==> config.mk <==
export PLATFORM = sky130hd
export DESIGN_NAME = tpu_ctrl
export DESIGN_NICKNAME = d
export VERILOG_FILES = /design/src/rtl/tpu_ctrl.sv
export SDC_FILE = /design/constraint.sdc
export NUM_CORES = 1
export LEC_CHECK = 0
export BUFFER_PORTS_ARGS = -buffer_cell sky130_fd_sc_hd__buf_2
export CAP_MARGIN = 40
export CORE_MARGIN = 8
export CORE_UTILIZATION = 50
export CTS_CLUSTER_SIZE = 30
export DETAILED_ROUTE_END_ITERATION = 7
export PLACE_DENSITY = 0.72
export REMOVE_ABC_BUFFERS = 1
export SLEW_MARGIN = 20
export SYNTH_ARGS = -nofsm -noshare
export SYNTH_HDL_FRONTEND = slang
export SYNTH_SLANG_ARGS = --single-unit
==> constraint.sdc <==
create_clock -name clk -period 2.95 [get_ports clk]
set_input_delay 0.295 -clock clk [delete_from_list [all_inputs] [get_ports clk]]
set_output_delay 0.295 -clock clk [all_outputs]
set_load 0.1 [all_outputs]
==> src/rtl/tpu_ctrl.sv <==
// tpu_ctrl: tiles an m x k by k x n matrix multiply onto a 4x4 systolic
// array. Issues GBUFF_A/B reads, array clear/valid strobes and the
// per-row GBUFF_OUT writes for every 4x4 output tile.
//
// state   | meaning
// --------+-------------------------------------------------------------
// IDLE    | waiting for start; latches m/k/n when a run is accepted
// CLEAR   | one cycle, zero the array accumulators
// FEED    | k cycles, read A/B operand column t of the current tile
// DRAIN   | DRAIN_CYCLES cycles for the array wavefront to settle
// WRITE   | four cycles, one output row j per cycle to GBUFF_OUT
// DONE    | run finished; held while start stays high
module tpu_ctrl #(
  parameter int ADDR_W       = 10,
  parameter int DRAIN_CYCLES = 7
) (
  input  logic              clk,
  input  logic              rst,
  input  logic              start,
  input  logic [3:0]        m,
  input  logic [3:0]        k,
  input  logic [3:0]        n,
  output logic              done,
  output logic              busy,
  output logic              a_ren,
  output logic [ADDR_W-1:0] a_addr,
  output logic              b_ren,
  output logic [ADDR_W-1:0] b_addr,
  output logic              sa_clear,
  output logic              sa_valid,
  output logic [1:0]        sa_row_sel,
  output logic              out_wen,
  output logic [ADDR_W-1:0] out_addr
);

  localparam logic [2:0] S_IDLE  = 3'd0;
  localparam logic [2:0] S_CLEAR = 3'd1;
  localparam logic [2:0] S_FEED  = 3'd2;
  localparam logic [2:0] S_DRAIN = 3'd3;
  localparam logic [2:0] S_WRITE = 3'd4;
  localparam logic [2:0] S_DONE  = 3'd5;

  // Drain timer is a down-counter loaded with the last index.
  localparam logic [7:0] DRAIN_LAST = 8'(DRAIN_CYCLES - 1);

  logic [2:0] r_state;
  logic [3:0] r_m;
  logic [3:0] r_k;
  logic [2:0] r_rt;
  logic [2:0] r_ct;
  logic [2:0] r_r;
  logic [2:0] r_c;
  logic [3:0] r_t;
  logic [1:0] r_j;
  logic [7:0] r_drain;

  logic              w_any_zero;
  logic [2:0]        w_rt;
  logic [2:0]        w_ct;
  logic [4:0]        w_row;
  logic              w_row_ok;
  logic              w_last_c;
  logic              w_last_r;
  logic [ADDR_W-1:0] w_a_addr;
  logic [ADDR_W-1:0] w_b_addr;
  logic [ADDR_W-1:0] w_out_addr;

  assign w_any_zero = (m == 4'd0) || (k == 4'd0) || (n == 4'd0);
  assign w_rt       = 3'(({1'b0, m} + 5'd3) >> 2);
  assign w_ct       = 3'(({1'b0, n} + 5'd3) >> 2);
  assign w_row      = {r_r, r_j};
  assign w_row_ok   = w_row < {1'b0, r_m};
  assign w_last_c   = (r_c == r_ct - 3'd1);
  assign w_last_r   = (r_r == r_rt - 3'd1);
  assign w_a_addr   = ADDR_W'(r_r) * ADDR_W'(r_k) + ADDR_W'(r_t);
  assign w_b_addr   = ADDR_W'(r_c) * ADDR_W'(r_k) + ADDR_W'(r_t);
  assign w_out_addr = ADDR_W'(w_row) * ADDR_W'(r_ct) + ADDR_W'(r_c);

  // Strobes and addresses decoded from the current state; addresses are
  // forced to zero outside the phase that uses them.
  always_comb begin
    done       = 1'b0;
    busy       = 1'b0;
    a_ren      = 1'b0;
    b_ren      = 1'b0;
    a_addr     = '0;
    b_addr     = '0;
    sa_clear   = 1'b0;
    sa_row_sel = 2'd0;
    out_wen    = 1'b0;
    out_addr   = '0;
    case (r_state)
      S_CLEAR: begin
        busy     = 1'b1;
        sa_clear = 1'b1;
      end
      S_FEED: begin
        busy   = 1'b1;
        a_ren  = 1'b1;
        b_ren  = 1'b1;
        a_addr = w_a_addr;
        b_addr = w_b_addr;
      end
      S_DRAIN: busy = 1'b1;
      S_WRITE: begin
        busy       = 1'b1;
        sa_row_sel = r_j;
        out_wen    = w_row_ok;
        out_addr   = w_out_addr;
      end
      S_DONE:  done = 1'b1;
      default: ;
    endcase
  end

  // Sequencer: tile loop (c inner, r outer) plus per-phase counters.
  // sa_valid follows a_ren by one cycle to match the buffer read latency.
  always_ff @(posedge clk) begin
    if (rst) begin
      r_state  <= S_IDLE;
      r_m      <= 4'd0;
      r_k      <= 4'd0;
      r_rt     <= 3'd0;
      r_ct     <= 3'd0;
      r_r      <= 3'd0;
      r_c      <= 3'd0;
      r_t      <= 4'd0;
      r_j      <= 2'd0;
      r_drain  <= 8'd0;
      sa_valid <= 1'b0;
    end else begin
      sa_valid <= a_ren;
      case (r_state)
        S_IDLE: begin
          if (start) begin
            r_m     <= m;
            r_k     <= k;
            r_rt    <= w_rt;
            r_ct    <= w_ct;
            r_r     <= 3'd0;
            r_c     <= 3'd0;
            r_state <= w_any_zero ? S_DONE : S_CLEAR;
          end
        end
        S_CLEAR: begin
          r_t     <= 4'd0;
          r_state <= S_FEED;
        end
        S_FEED: begin
          if (r_t == r_k - 4'd1) begin
            r_drain <= DRAIN_LAST;
            r_state <= S_DRAIN;
          end else begin
            r_t <= r_t + 4'd1;
          end
        end
        S_DRAIN: begin
          if (r_drain == 8'd0) begin
            r_j     <= 2'd0;
            r_state <= S_WRITE;
          end else begin
            r_drain <= r_drain - 8'd1;
          end
        end
        S_WRITE: begin
          if (r_j == 2'd3) begin
            if (w_last_c) begin
              r_c <= 3'd0;
              if (w_last_r) begin
                r_state <= S_DONE;
              end else begin
                r_r     <= r_r + 3'd1;
                r_state <= S_CLEAR;
              end
            end else begin
              r_c     <= r_c + 3'd1;
              r_state <= S_CLEAR;
            end
          end else begin
            r_j <= r_j + 2'd1;
          end
        end
        S_DONE: begin
          if (!start) r_state <= S_IDLE;
        end
        default: r_state <= S_IDLE;
      endcase
    end
  end

endmodule

# == After elaboration in Yosys (flattened, before gate mapping) ==
# Cells that the tools add are included.
# classes
eq_ne,19
n_mux,34
add_sub_neg,13
mul,3
n_reduce_logical,19
n_lt_le_gt_ge,1
# op_table
cell,count
3-bit 2-to-1 mux,14
8-bit 2-to-1 mux,4
"2-bit inequality test, second input constant",10
3-bit case mux with 6 select lines,1
7-bit by 4-bit adder with 8-bit output,2
8-bit case mux with 2 select lines,1
3-bit by 4-bit multiplier with 7-bit output,2
4-bit zero test,3
3-bit case mux with 2 select lines,2
"4-bit by 2-bit adder with 5-bit output, second input constant",2
5-bit AND reduction,2
8-bit by 3-bit adder with 9-bit output,1
9-bit 2-to-1 mux,1
3-bit AND reduction,3
8-bit zero test,1
5-bit by 3-bit multiplier with 8-bit output,1
4-bit case mux with 2 select lines,1
2-bit nonzero test,4
"8-bit by 1-bit subtractor with 8-bit output, second input constant",1
"3-bit by 1-bit adder with 3-bit output, second input constant",2
"3-bit by 2-bit equality test with 1-bit output, second input constant",2
3-bit equality test,2
"3-bit equality test, second input constant",2
2-bit 2-to-1 mux,3
other kinds (15),22
# totals
elab_cells,100
reg_bits,38
inputBits,15
out_inout_bits,39

# == Logic depth before layout (Yosys ltp) ==
# logic_depth
depth_word,6
depth_mapped,13
mapped_depth_nobuf,12

# == Worst setup path after synthesis ==
# OpenSTA, ideal clock, no wires.
# synth_path
path_type,register to output
startpoint,reg r_j[1]
endpoint,out out_wen
arrival_time_ns,5.644
path_buffers,0
required_time_ns,2.655
setup_slack_ns,-2.989
path_stages_with_launch,5
cell_sequence,dfxtp_1 -> ha_1 -> a21o_1 -> a21o_1 -> a2111oi_0
# synth_between
elab_chain_len,2
# synth_lines
item,line,rtl
from (decl),54,logic [1:0] r_j;
from (signal assigned),180,r_j <= r_j + 2'd1;
5-bit by 4-bit < comparator with 1-bit output,72,"assign w_row_ok = w_row < {1'b0, r_m};"
1-bit 2-to-1 mux,92,case (r_state)
to (decl),32,"output logic out_wen,"
# Every way passes these cells.

# == Final worst setup path ==
# layout_path
startpoint,reg r_ct[2]
endpoint,out out_addr[6]
# layout_between
elab_chain_len,3
# layout_lines
item,line,rtl
from (decl),50,logic [2:0] r_ct;
from (signal assigned),139,r_ct <= w_ct;
5-bit by 3-bit multiplier with 8-bit output,77,assign w_out_addr = ADDR_W'(w_row) * ADDR_W'(r_ct) + ADDR_W'(r_c);
8-bit by 3-bit adder with 9-bit output,77,
9-bit 2-to-1 mux,92,
to (decl),33,output logic [ADDR_W-1:0] out_addr
# Every way passes these cells.

==> flow_metrics.env <==
export IMPL_post_drt_via_cell_ratio=5.37
export IMPL_dr_first_iter_drc_count=151
export IMPL_gp_congestion=0.841
export IMPL_p_leak_nw=2.27
export IMPL_portBuffers=48
export IMPL_internal_power_mw=1.20
export IMPL_ys_seq_area_share_pct=20.3
export IMPL_hold_class="input pin to flop"
export IMPL_ys_ff_latch=38
export IMPL_setup_viol=16
export IMPL_fin_cells=628
export IMPL_diodes=0
export IMPL_drtAntennaViolNets=0
export IMPL_path_clk_slew_ns=0.07
export IMPL_power_density_nw_per_um2=433
export IMPL_overflow=0
export IMPL_rsz0062_at_grt="true"
export IMPL_dr_pass1_iters=4
export IMPL_yosysWarnings=0
export IMPL_max_slew_worst_pin_slew_ns=0.683
export IMPL_pwr_share_clk_pct=19.6
export IMPL_violations="negative setup slack"
export IMPL_clk_latency_ns=0.28
export IMPL_fp_dieW_um=103
export IMPL_wl_per_cell_um=14.9
export IMPL_dp_slack_ns=-0.412
export IMPL_cts_tree="built"
export IMPL_cts_buffers=5
export IMPL_fp_dieArea_sq_um=10500
export IMPL_cp_end_kind="primary output"
export IMPL_clock_sinks=38
export IMPL_die_h_um=103
export IMPL_slew_headroom_pct=54.4
export IMPL_fmax_ghz=0.287
export IMPL_cts_buffer_depth=2
export IMPL_yosysUniqueCellTypes=62
export IMPL_drive_gt1_share_pct=35.0
export IMPL_core_sq_um=7250
export IMPL_cp_max_fo=2
export IMPL_sw_frac_of_total_pct=44.8
export IMPL_grt_max_degree=37
export IMPL_cts_root_buf="clkbuf_8"
export IMPL_grt_pass1_vias=3570
export IMPL_worst_slack_ns=-0.539
export IMPL_synth_flop_cell="dfxtp_1"
export IMPL_htreeDepth=2
export IMPL_synth_area_sq_um=3740
export IMPL_hold_violations=0
export IMPL_hpwlAfterDp_um=6990
export IMPL_final_common_cell="buf_4"
export IMPL_dp_cells=613
export IMPL_crit_path_start_kind="flop"
export IMPL_io_pins=54
export IMPL_crit_type="flop to primary output"
export IMPL_seq_power_share_pct=30.6
export IMPL_ir_drop_v=0.000375
export IMPL_synth_edf_count=0
export IMPL_outcome="complete, but fails checks"
export IMPL_power_switching_uw=978
export IMPL_slew_viol_final=0
export IMPL_syn2layout_area_growth_pct=34.6
export IMPL_combPwrFrac_pct=49.8
export IMPL_maxCapViolCount=0
export IMPL_grt_pass1_wl_um=15500
export IMPL_rows=31
export IMPL_syn_area_per_cell_sq_um=8.33
export IMPL_period_minus_slack_ns=3.49
export IMPL_grt_usage_pct=18.3
export IMPL_crit_required_ns=2.65
export IMPL_routed_wl_um=9360
export IMPL_initial_core_util_pct=51.6
export IMPL_final_util_pct=69.4
export IMPL_synth_cells=449
export IMPL_vias=3372
export IMPL_fin_crit_sh_pct=118
export IMPL_fin_skew_ns=0.00312
export IMPL_power_mw=2.18
export IMPL_mostFrequentLayoutCells="buf_4 (45), ha_1 (44), inv_1 (35)"
export IMPL_post_dp_cell_area_sq_um=4570
export IMPL_nNetsFinal=606
export IMPL_drc=0
export IMPL_worstPathArrival_ns=3.19
export IMPL_antenna_found_initial=0
export IMPL_final_area_sq_um=5030
export IMPL_async_flop_share_pct=0
[stage by stage]
stage | hold slack [ns] | setup TNS (ns)
3_3_place_gp | 0.444 | -3.01
5_1_grt | 0.253 | -7.69
3_5_place_dp | 0.455 | -4.16
4_1_cts | 0.245 | -5.62
6_report | 0.251 | -5.55
2_1_floorplan | 0.363 | -31.33
[registers in the layout (all words and copies together) (netlist names)]
| register | flops |
|---|---|
| r_drain | 8 |
| r_k | 4 |
| r_m | 4 |
| r_t | 4 |
| r_c | 3 |
| r_ct | 3 |
| r_r | 3 |
| r_rt | 3 |
| r_state | 3 |
| r_j | 2 |
| sa_valid | 1 |
[cell usage after synthesis (2+ instances only)]
master / instances / area, sq um
a211oi_1: 2 / 15.0
a21o_1: 6 / 45.0
a21oi_1: 25 / 125
a22oi_1: 3 / 22.5
a31oi_1: 3 / 18.8
and2_1: 35 / 219
and3_1: 4 / 25.0
buf_2: 6 / 30.0
buf_4: 7 / 52.6
buf_6: 2 / 22.5
clkbuf_1: 10 / 37.5
dfxtp_1: 38 / 761
fa_1: 15 / 300
ha_1: 48 / 601
inv_1: 38 / 143
mux2i_1: 3 / 30.0
nand2_1: 36 / 135
nand2b_1: 9 / 56.3
nand3_1: 7 / 35.0
nand3b_1: 2 / 15.0
nor2_1: 34 / 128
nor2b_1: 7 / 43.8
nor3_1: 21 / 105
nor3_2: 2 / 20.0
nor3_4: 2 / 32.5
nor4_1: 4 / 25.0
nor4_2: 2 / 25.0
o21ai_0: 8 / 40.0
o21ai_1: 2 / 10.0
o21bai_1: 3 / 22.5
or3_1: 2 / 12.5
xnor2_1: 24 / 210
xnor2_2: 2 / 32.5
xor2_1: 9 / 78.8
[timing repair]
action / CTS / global route
setup endpoints to repair: 19 / 19
hold buffers: 0 / 0
gates resized for setup: 68 / 22
pin swaps: 52 / 15
setup buffers: 11 / 2
[per-layer routing]
layer | routed length (um) | GRT usage, % | up-vias
li1 | - | - | 1655
met5 | 0 | 0 | -
met3 | 397 | 2.57 | 11
met2 | 4990 | 34.6 | 75
met1 | 3850 | 19.9 | 1631
met4 | 117 | 7.11 | 0
[final timing paths]
kind                    from          end  slack, ns  depth (start not counted)
setup reg to reg  r_state[0]       r_t[3]       0.66                          7
hold reg to reg       r_m[1]       r_m[1]       0.47                          2
setup / recovery     r_ct[2]  out_addr[6]      -0.54                         13
hold / removal          k[2]       r_k[2]       0.25                          3
[power groups by stage]
stage | clock [mW] | combinational, mW | sequential (mW)
finish | 0.428 | 1.09 | 0.667
floorplan | 0 | 0.703 | 0.691
global route | 0.455 | 1.17 | 0.679
CTS | 0.434 | 1.08 | 0.661
detailed placement | 0 | 1.03 | 0.667
global placement | 0 | 1.00 | 0.661
[cells by family (layout without fill, tap and decap cells)]
kind of cell | Yosys count | in the layout | synth area share (%)
simple gates | 180 | 180 | 26.8
other cells | 1 | 5 | 0.100
mux | 3 | 3 | 0.803
flops | 38 | 38 | 20.3
buf+inv | 65 | 141 | 7.83
fa+ha+maj | 63 | 63 | 24.1
compound gates | 63 | 63 | 10.8
xor+xnor | 36 | 36 | 9.23
[critical path, stage by stage, from the launching register on]
cell      delay, ns
dfxtp_2        0.33
nand2_2        0.06
fa_1           0.54
inv_1          0.05
fa_2           0.53
buf_4          0.12
ha_4           0.18
a21o_1         0.18
a21oi_4        0.13
o21bai_1       0.12
a21oi_2        0.18
xor2_1         0.09
nor2_1         0.18
buf_12         0.21
[area by class of cell]
class	count	area, sq um
tap	99	124
timing repair buffer	94	895
clock inverter	1	30.0
sequential	38	791
inverter	39	146
fill	559	2220
multi-input combinational	350	2970
clock buffer	7	76.3
Note: power is estimated with default switching activity, not from simulation.
